File: src/rtl/emif_bus_frontend.sv
// ---------------------------------------------------------------------------
// emif_bus_frontend
//
// Upstream stage of the EMIF register-file slave. Turns the DSP's
// asynchronous EMIF strobes (nCS / nWE / nOE) into single-cycle request
// pulses in the c0 (PLL) clock domain. It latches address, byte enables and
// write data, and manages read-data return to the pad (driver enable and
// EMIF_nWAIT). The register file behind it sees a plain synchronous
// interface: a request pulse in, read data with a valid flag back.
//
// Optional feature (compile-time macro EMIF_RD_TIMEOUT_EN):
//   When defined, a read that gets no reg_rvalid within RD_TIMEOUT cycles
//   returns RD_ERR_WORD to the DSP. When undefined, a read waits for
//   reg_rvalid indefinitely and the timeout counter does not exist.
//
// Parameters:
//   ADDR_W       word-address width, reg_addr = {EMIF_A, EMIF_BA[1]}
//   DATA_W       EMIF data width
//   SYNC_STAGES  synchroniser depth on nCS/nWE/nOE (>= 2)
//   SETTLE       cycles waited after a write-strobe fall before sampling
//                the pins (>= 1)
//   RD_TIMEOUT   read timeout in cycles (EMIF_RD_TIMEOUT_EN only)
//   RD_ERR_WORD  data returned on read timeout (EMIF_RD_TIMEOUT_EN only)
//
// Ports:
//   c0          in   PLL system clock, rising edge
//   nRST        in   synchronous active-low reset
//   EMIF_nCS    in   async chip select, active-low
//   EMIF_nWE    in   async write enable, active-low
//   EMIF_nOE    in   async output enable, active-low
//   EMIF_nDQM   in   async byte enables, active-low
//   EMIF_A      in   async word address
//   EMIF_BA     in   async bank address; BA[1] is the address LSB
//   EMIF_D_in   in   data from the pad
//   EMIF_D_out  out  data to the pad
//   EMIF_D_oe   out  pad driver enable (high only while driving read data)
//   EMIF_nWAIT  out  active-low wait to the DSP
//   reg_addr    out  latched word address
//   reg_wdata   out  latched write data
//   reg_be      out  latched byte enables, active-high
//   reg_wr      out  single-cycle write request
//   reg_rd      out  single-cycle read request
//   reg_rdata   in   read data from the register file
//   reg_rvalid  in   reg_rdata valid (same cycle as reg_rd or later)
//   proto_err   out  sticky: nWE and nOE seen low together; reset clears it
// ---------------------------------------------------------------------------
module emif_bus_frontend #(
    parameter int ADDR_W      = 23,
    parameter int DATA_W      = 16,
    parameter int SYNC_STAGES = 2,
    parameter int SETTLE      = 2
`ifdef EMIF_RD_TIMEOUT_EN
    ,
    parameter int                RD_TIMEOUT  = 64,
    parameter logic [DATA_W-1:0] RD_ERR_WORD = 16'hBAD0
`endif
) (
    input  logic              c0,
    input  logic              nRST,
    input  logic              EMIF_nCS,
    input  logic              EMIF_nWE,
    input  logic              EMIF_nOE,
    input  logic [1:0]        EMIF_nDQM,
    input  logic [21:0]       EMIF_A,
    input  logic [1:0]        EMIF_BA,
    input  logic [DATA_W-1:0] EMIF_D_in,
    output logic [DATA_W-1:0] EMIF_D_out,
    output logic              EMIF_D_oe,
    output logic              EMIF_nWAIT,
    output logic [ADDR_W-1:0] reg_addr,
    output logic [DATA_W-1:0] reg_wdata,
    output logic [1:0]        reg_be,
    output logic              reg_wr,
    output logic              reg_rd,
    input  logic [DATA_W-1:0] reg_rdata,
    input  logic              reg_rvalid,
    output logic              proto_err
);

    typedef enum logic [2:0] {
        IDLE,
        WR_SETTLE,
        WR_HOLD,
        RD_REQ,
        RD_WAIT,
        RD_DRIVE,
        WAIT_IDLE
    } state_t;

    // One counter serves both the write settle delay and (optionally) the
    // read timeout; it is sized for whichever needs more range.
`ifdef EMIF_RD_TIMEOUT_EN
    localparam int CNT_MAX = (SETTLE > RD_TIMEOUT) ? SETTLE : RD_TIMEOUT;
`else
    localparam int CNT_MAX = SETTLE;
`endif
    localparam int CNT_W = (CNT_MAX < 2) ? 1 : $clog2(CNT_MAX);

    localparam logic [CNT_W-1:0] SETTLE_LAST = CNT_W'(SETTLE - 1);
`ifdef EMIF_RD_TIMEOUT_EN
    localparam logic [CNT_W-1:0] TIMEOUT_LAST = CNT_W'(RD_TIMEOUT - 1);
`endif

    // ------------------------------------------------------------------
    // Strobe synchronisers and edge detection
    // ------------------------------------------------------------------
    logic [SYNC_STAGES-1:0] cs_sync;
    logic [SYNC_STAGES-1:0] we_sync;
    logic [SYNC_STAGES-1:0] oe_sync;
    logic                   we_prev;
    logic                   oe_prev;

    logic cs_s;
    logic we_s;
    logic oe_s;
    logic we_fall;
    logic oe_fall;

    assign cs_s    = cs_sync[SYNC_STAGES-1];
    assign we_s    = we_sync[SYNC_STAGES-1];
    assign oe_s    = oe_sync[SYNC_STAGES-1];
    assign we_fall = we_prev & ~we_s;
    assign oe_fall = oe_prev & ~oe_s;

    // Address, data and byte enables are taken straight from the pins: the
    // EMIF timing keeps them stable for the whole time the strobe is low,
    // which covers the synchroniser and settle latency.
    logic [ADDR_W-1:0] pin_addr;
    assign pin_addr = ADDR_W'({EMIF_A, EMIF_BA[1]});

    // BA[0] carries no information for a 16-bit word-addressed slave.
    logic unused_ba0;
    assign unused_ba0 = EMIF_BA[0];

    // ------------------------------------------------------------------
    // FSM: next-state / next-output logic
    // ------------------------------------------------------------------
    state_t            state;
    state_t            state_d;
    logic [CNT_W-1:0]  cnt;
    logic [CNT_W-1:0]  cnt_d;
    logic              reg_wr_d;
    logic              reg_rd_d;
    logic [ADDR_W-1:0] reg_addr_d;
    logic [DATA_W-1:0] reg_wdata_d;
    logic [1:0]        reg_be_d;
    logic [DATA_W-1:0] d_out_d;
    logic              d_oe_d;
    logic              nwait_d;
    logic              proto_err_d;

    always_comb begin
        // NOTE: every signal written here gets a default first, so no path
        // through the case statement can leave one unassigned and infer a latch.
        state_d     = state;
        cnt_d       = cnt;
        reg_wr_d    = 1'b0;
        reg_rd_d    = 1'b0;
        reg_addr_d  = reg_addr;
        reg_wdata_d = reg_wdata;
        reg_be_d    = reg_be;
        d_out_d     = EMIF_D_out;
        d_oe_d      = 1'b0;  // only RD_DRIVE (or entry into it) raises this
        nwait_d     = 1'b1;  // only the read-wait path pulls this low
        // Both strobes low is illegal whatever the FSM is doing.
        proto_err_d = proto_err | (~we_s & ~oe_s);

        case (state)
            IDLE: begin
                if (!cs_s) begin
                    if (we_fall && oe_fall) begin
                        // Ambiguous access: issue nothing, wait for release.
                        state_d = WAIT_IDLE;
                    end else if (we_fall) begin
                        cnt_d   = '0;
                        state_d = WR_SETTLE;
                    end else if (oe_fall) begin
                        // Latch on entry so reg_addr/reg_be are valid while
                        // reg_rd is high during RD_REQ.
                        reg_addr_d = pin_addr;
                        reg_be_d   = ~EMIF_nDQM;
                        reg_rd_d   = 1'b1;
                        state_d    = RD_REQ;
                    end
                end
            end

            WR_SETTLE: begin
                if (cnt == SETTLE_LAST) begin
                    reg_addr_d  = pin_addr;
                    reg_wdata_d = EMIF_D_in;
                    reg_be_d    = ~EMIF_nDQM;
                    reg_wr_d    = 1'b1;
                    state_d     = WR_HOLD;
                end else begin
                    cnt_d = cnt + 1'b1;
                end
            end

            WR_HOLD: begin
                // One reg_wr per strobe, however long the strobe stays low.
                if (we_s || cs_s) begin
                    state_d = IDLE;
                end
            end

            RD_REQ: begin
                if (oe_s || cs_s) begin
                    state_d = IDLE;
                end else if (reg_rvalid) begin
                    // Zero-latency register file: skip the wait state.
                    d_out_d = reg_rdata;
                    d_oe_d  = 1'b1;
                    state_d = RD_DRIVE;
                end else begin
                    nwait_d = 1'b0;
                    cnt_d   = '0;
                    state_d = RD_WAIT;
                end
            end

            RD_WAIT: begin
                // A strobe release aborts the read; a reg_rvalid arriving
                // afterwards is simply never looked at.
                if (oe_s || cs_s) begin
                    state_d = IDLE;
                end else if (reg_rvalid) begin
                    d_out_d = reg_rdata;
                    d_oe_d  = 1'b1;
                    state_d = RD_DRIVE;
`ifdef EMIF_RD_TIMEOUT_EN
                end else if (cnt == TIMEOUT_LAST) begin
                    d_out_d = RD_ERR_WORD;
                    d_oe_d  = 1'b1;
                    state_d = RD_DRIVE;
                end else begin
                    nwait_d = 1'b0;
                    cnt_d   = cnt + 1'b1;
                end
`else
                end else begin
                    nwait_d = 1'b0;
                end
`endif
            end

            RD_DRIVE: begin
                if (oe_s || cs_s) begin
                    state_d = IDLE;
                end else begin
                    d_oe_d = 1'b1;
                end
            end

            WAIT_IDLE: begin
                if (we_s && oe_s && cs_s) begin
                    state_d = IDLE;
                end
            end

            default: begin
                state_d = IDLE;
            end
        endcase
    end

    // ------------------------------------------------------------------
    // State and output registers
    // ------------------------------------------------------------------
    always_ff @(posedge c0) begin
        // NOTE: sequential state uses non-blocking assignments only, so every
        // flop samples pre-edge values regardless of statement order.
        if (!nRST) begin
            // NOTE: the synchroniser flops are reset to the idle (high) strobe
            // level so the first cycles after reset cannot look like a fall.
            cs_sync    <= '1;
            we_sync    <= '1;
            oe_sync    <= '1;
            we_prev    <= 1'b1;
            oe_prev    <= 1'b1;
            state      <= IDLE;
            cnt        <= '0;
            reg_wr     <= 1'b0;
            reg_rd     <= 1'b0;
            reg_addr   <= '0;
            reg_wdata  <= '0;
            reg_be     <= '0;
            EMIF_D_out <= '0;
            EMIF_D_oe  <= 1'b0;
            EMIF_nWAIT <= 1'b1;
            proto_err  <= 1'b0;
        end else begin
            cs_sync    <= {cs_sync[SYNC_STAGES-2:0], EMIF_nCS};
            we_sync    <= {we_sync[SYNC_STAGES-2:0], EMIF_nWE};
            oe_sync    <= {oe_sync[SYNC_STAGES-2:0], EMIF_nOE};
            we_prev    <= we_s;
            oe_prev    <= oe_s;
            state      <= state_d;
            cnt        <= cnt_d;
            reg_wr     <= reg_wr_d;
            reg_rd     <= reg_rd_d;
            reg_addr   <= reg_addr_d;
            reg_wdata  <= reg_wdata_d;
            reg_be     <= reg_be_d;
            EMIF_D_out <= d_out_d;
            EMIF_D_oe  <= d_oe_d;
            EMIF_nWAIT <= nwait_d;
            proto_err  <= proto_err_d;
        end
    end

endmodule
File: config.mk
export PLATFORM = sky130hd
export DESIGN_NAME = emif_bus_frontend
export DESIGN_NICKNAME = d
export VERILOG_FILES = /design/src/rtl/emif_bus_frontend.sv
export SDC_FILE = /design/constraint.sdc
export NUM_CORES = 1
export LEC_CHECK = 0
export BUFFER_PORTS_ARGS = -buffer_cell sky130_fd_sc_hd__buf_2
export CORE_MARGIN = 3
export CORE_UTILIZATION = 50
export DETAILED_ROUTE_END_ITERATION = 16
export PLACE_DENSITY = 0.84
export RECOVER_POWER = 100
export SLEW_MARGIN = 10
export SYNTH_ARGS = -nofsm -noshare
export SYNTH_HDL_FRONTEND = slang
export SYNTH_SLANG_ARGS = --single-unit
File: constraint.sdc
create_clock -name c0 -period 2.76 [get_ports c0]
set_input_delay 0.414 -clock c0 [delete_from_list [all_inputs] [get_ports c0]]
set_output_delay 0.414 -clock c0 [all_outputs]
set_load 0.01 [all_outputs]
==> flow_metrics.tcl <==
set metrics [dict create \
    cp.required_ps 2950 \
    finClkSkew_ps 11.4 \
    period_share_pct 79.0 \
    n_antenna_cell 0 \
    syn_nets 351 \
    max_stage_delay_ps 590 \
    crit_type "reg -> reg" \
    cts_buffer_depth 2 \
    clk_pin_slew_worst_paths_ps 70 \
    synth_top_cell_area_share_pct 53.2 \
    cts_tree "built" \
    insertion_delay_ps 340 \
    min_path_cells 2 \
    final_common_cell "dfxtp_1" \
    antenna_left 0 \
    clkSinkCount 74 \
    grt_usage_pct 18.7 \
    chipWidth_um 80.6 \
    peakVddDrop_mv 0.343 \
    die_y_um 80.6 \
    avgSynthCellArea_um2 9.70 \
    grt_max_degree 33 \
    crit_fanout 16 \
    status "completed" \
    via_per_inst 4.96 \
    first_pass_iters 4 \
    whs_ps 258 \
    ctsHtreeMaxLevel 3 \
    cap_violations 0 \
    critPathCaptureType "register" \
    cts_resized 0 \
    antenna_found_initial 0 \
    hp-class "in -> reg" \
    cts_setup_buffers 0 \
    p_leak_nw 1.48 \
    post-route-min-period_ps 2180 \
    reg2reg_depth 5 \
    startpoint_type "register" \
    drc 0 \
    pin_count 126 \
    hold_viol_final 0 \
    post_drt_wl_per_cell_um 12.6 \
    io_buffers 124 \
    worstPathArrival_ps 2370 \
    rows 26 \
    drtIter0Drc 68 \
    grt-ovfl-total 0 \
    nFillCells 448 \
    rsz0062_at_grt "false" \
    finalSetupViolations 0 \
    nets 473 \
    layout-drive-gt1-share_pct 21.0 \
    num_vias 2400 \
    crit_chain "nor3b_1 > o21a_1 > nand2_1 > mux2i_1 > nor2_1" \
    die_area_mm2 0.00650 \
    synth-seq-cells 74 \
    worstMarginPinSlew_ps 907 \
    numCtsBuffers 9 \
    yosysTopAreaCell "dfxtp_1" \
    cts-root-buf "clkbuf_8" \
    hpwl_mm 4.39 \
    clock.fmax_ghz 0.459 \
    crit_family "simple AND/OR/NAND/NOR gates" \
    synth.distinct_cells 40 \
    start_util_pct 53.1 \
    ys_seq_area_share_pct 53.2 \
    setup_tns_ps 0 \
    path_buf_inv 0 \
    synthTopCellsByArea "dfxtp_1 (53%), mux2i_1 (15%), nor2_1 (6.5%), nand2_1 (5.3%), a21oi_1 (3.4%)" \
    cellPowerDensity_mw_per_mm2 590 \
    grt_pass1_wl_mm 9.53 \
    ctsHoldBuffers 0 \
    gp_congestion 0.880 \
    core_area_mm2 0.00524 \
    mostFrequentLayoutCells "dfxtp_1 (74), clkbuf_1 (65), buf_2 (61)" \
    relSlewSlack_pct 39.5 \
    wl_mm 6.09 \
    crit_cells 5 \
    grt_pass1_vias 2196 \
    syn_inst 287 \
    final-max-slew-violation-count 0 \
    syn_area_mm2 0.00278 \
    syn2layout_area_growth_pct 26.6 \
    critical_path.slowest_cell "dfxtp_1" \
    yosysWarningCount 0 \
]
worst reg2reg max path, stage by stage, from the launching register on:
cell and delay, ps:
dfxtp_1 590, nor3b_1 320, o21a_1 210, nand2_1 510
mux2i_1 360, nor2_1 60
kinds of logic after synthesis:
kind of cell    synth area share (%)
compound gates                  8.14
buf+inv                         4.32
flops                           53.2
mux                             14.7
simple gates                    19.6
cell usage after synthesis:
library cell and count:
a21oi_1 19, nand2b_1 9, clkbuf_1 8, nor2_2 3, nand2_1 39, o21a_1 1, or2b_4 1, buf_12 2
mux2i_1 41, nand4_1 1, o21ai_0 4, nand2_2 1, a32oi_1 1, and3b_1 1, and4bb_2 1, buf_6 2
and2_1 1, nor3_1 2, inv_1 1, and3_1 1, inv_2 1, nor3b_2 1, nor2_1 48, a21boi_2 1
buf_2 4, nor3_2 1, o311ai_0 1, nand3_1 4, o32a_1 1, o211ai_1 1, nor2b_1 2, o32ai_1 1
nor4_1 1, a211oi_2 2, nand3b_1 1, o22a_1 1, dfxtp_1 74, or2_2 1, o22ai_1 1, o2111ai_1 1
report_power, final:
group / internal [W] / leakage (nW) / switching [W]
clock: 0.000508 / 0.107 / 0.000369
combinational: 0.0000564 / 0.775 / 0.0000527
sequential: 0.00108 / 0.598 / 0.0000125
sequential cells by signal, summed over array words and instances, names as in the netlist:
register,flops
we_sync,2
cnt,1
reg_rd,1
EMIF_nWAIT,1
EMIF_D_oe,1
reg_wdata,16
reg_wr,1
reg_be,2
state,3
cs_sync,2
proto_err,1
reg_addr,23
oe_prev,1
oe_sync,2
we_prev,1
EMIF_D_out,16
layout make-up:
cell class                 count  area [um^2]  share of cell area, %
multi-input combinational    195         1180                   33.4
tap                           70         87.6                   2.49
sequential                    74         1480                   42.1
clock buffer                  11          131                   3.73
inverter                       2         7.51                  0.213
clock inverter                 5         78.8                   2.24
timing repair buffer         127          559                   15.9
per-stage QoR:
stage	cell area (um^2)	total power, W	setup WS (ps)	util, %	std cells
after floorplan	2780	0.00117	1350	-	287
after CTS	3630	0.00211	921	69.3	484
after detailed placement	3420	0.00123	937	65.3	468
final	3520	0.00208	580	67.2	484
after global routing	3520	0.00216	389	67.2	484
after global placement	3420	0.00123	962	65.3	468
layer usage:
| layer | wire length (um) | global-route usage (%) | share of wire [%] | vias to the layer above |
|---|---|---|---|---|
| met2 | 2970 | 32.9 | 49 | 99 |
| met3 | 566 | 5.61 | 9.3 | 9 |
| met4 | 65 | 7.26 | 1.1 | 0 |
| met5 | 0 | 0 | 0 | - |
| met1 | 2480 | 20.9 | 41 | 1081 |
| li1 | - | - | - | 1211 |
worst paths after layout:
| kind | start | end | slack (ps) |
|---|---|---|---|
| setup / recovery | state[2] | EMIF_D_out[1] | 580 |
| hold / removal | EMIF_nCS | cs_sync[0] | 260 |
| setup reg to reg | state[2] | EMIF_D_out[1] | 580 |
| hold reg to reg | cs_sync[0] | cs_sync[1] | 410 |
No activity file was read; power rests on OpenSTA's default activity.
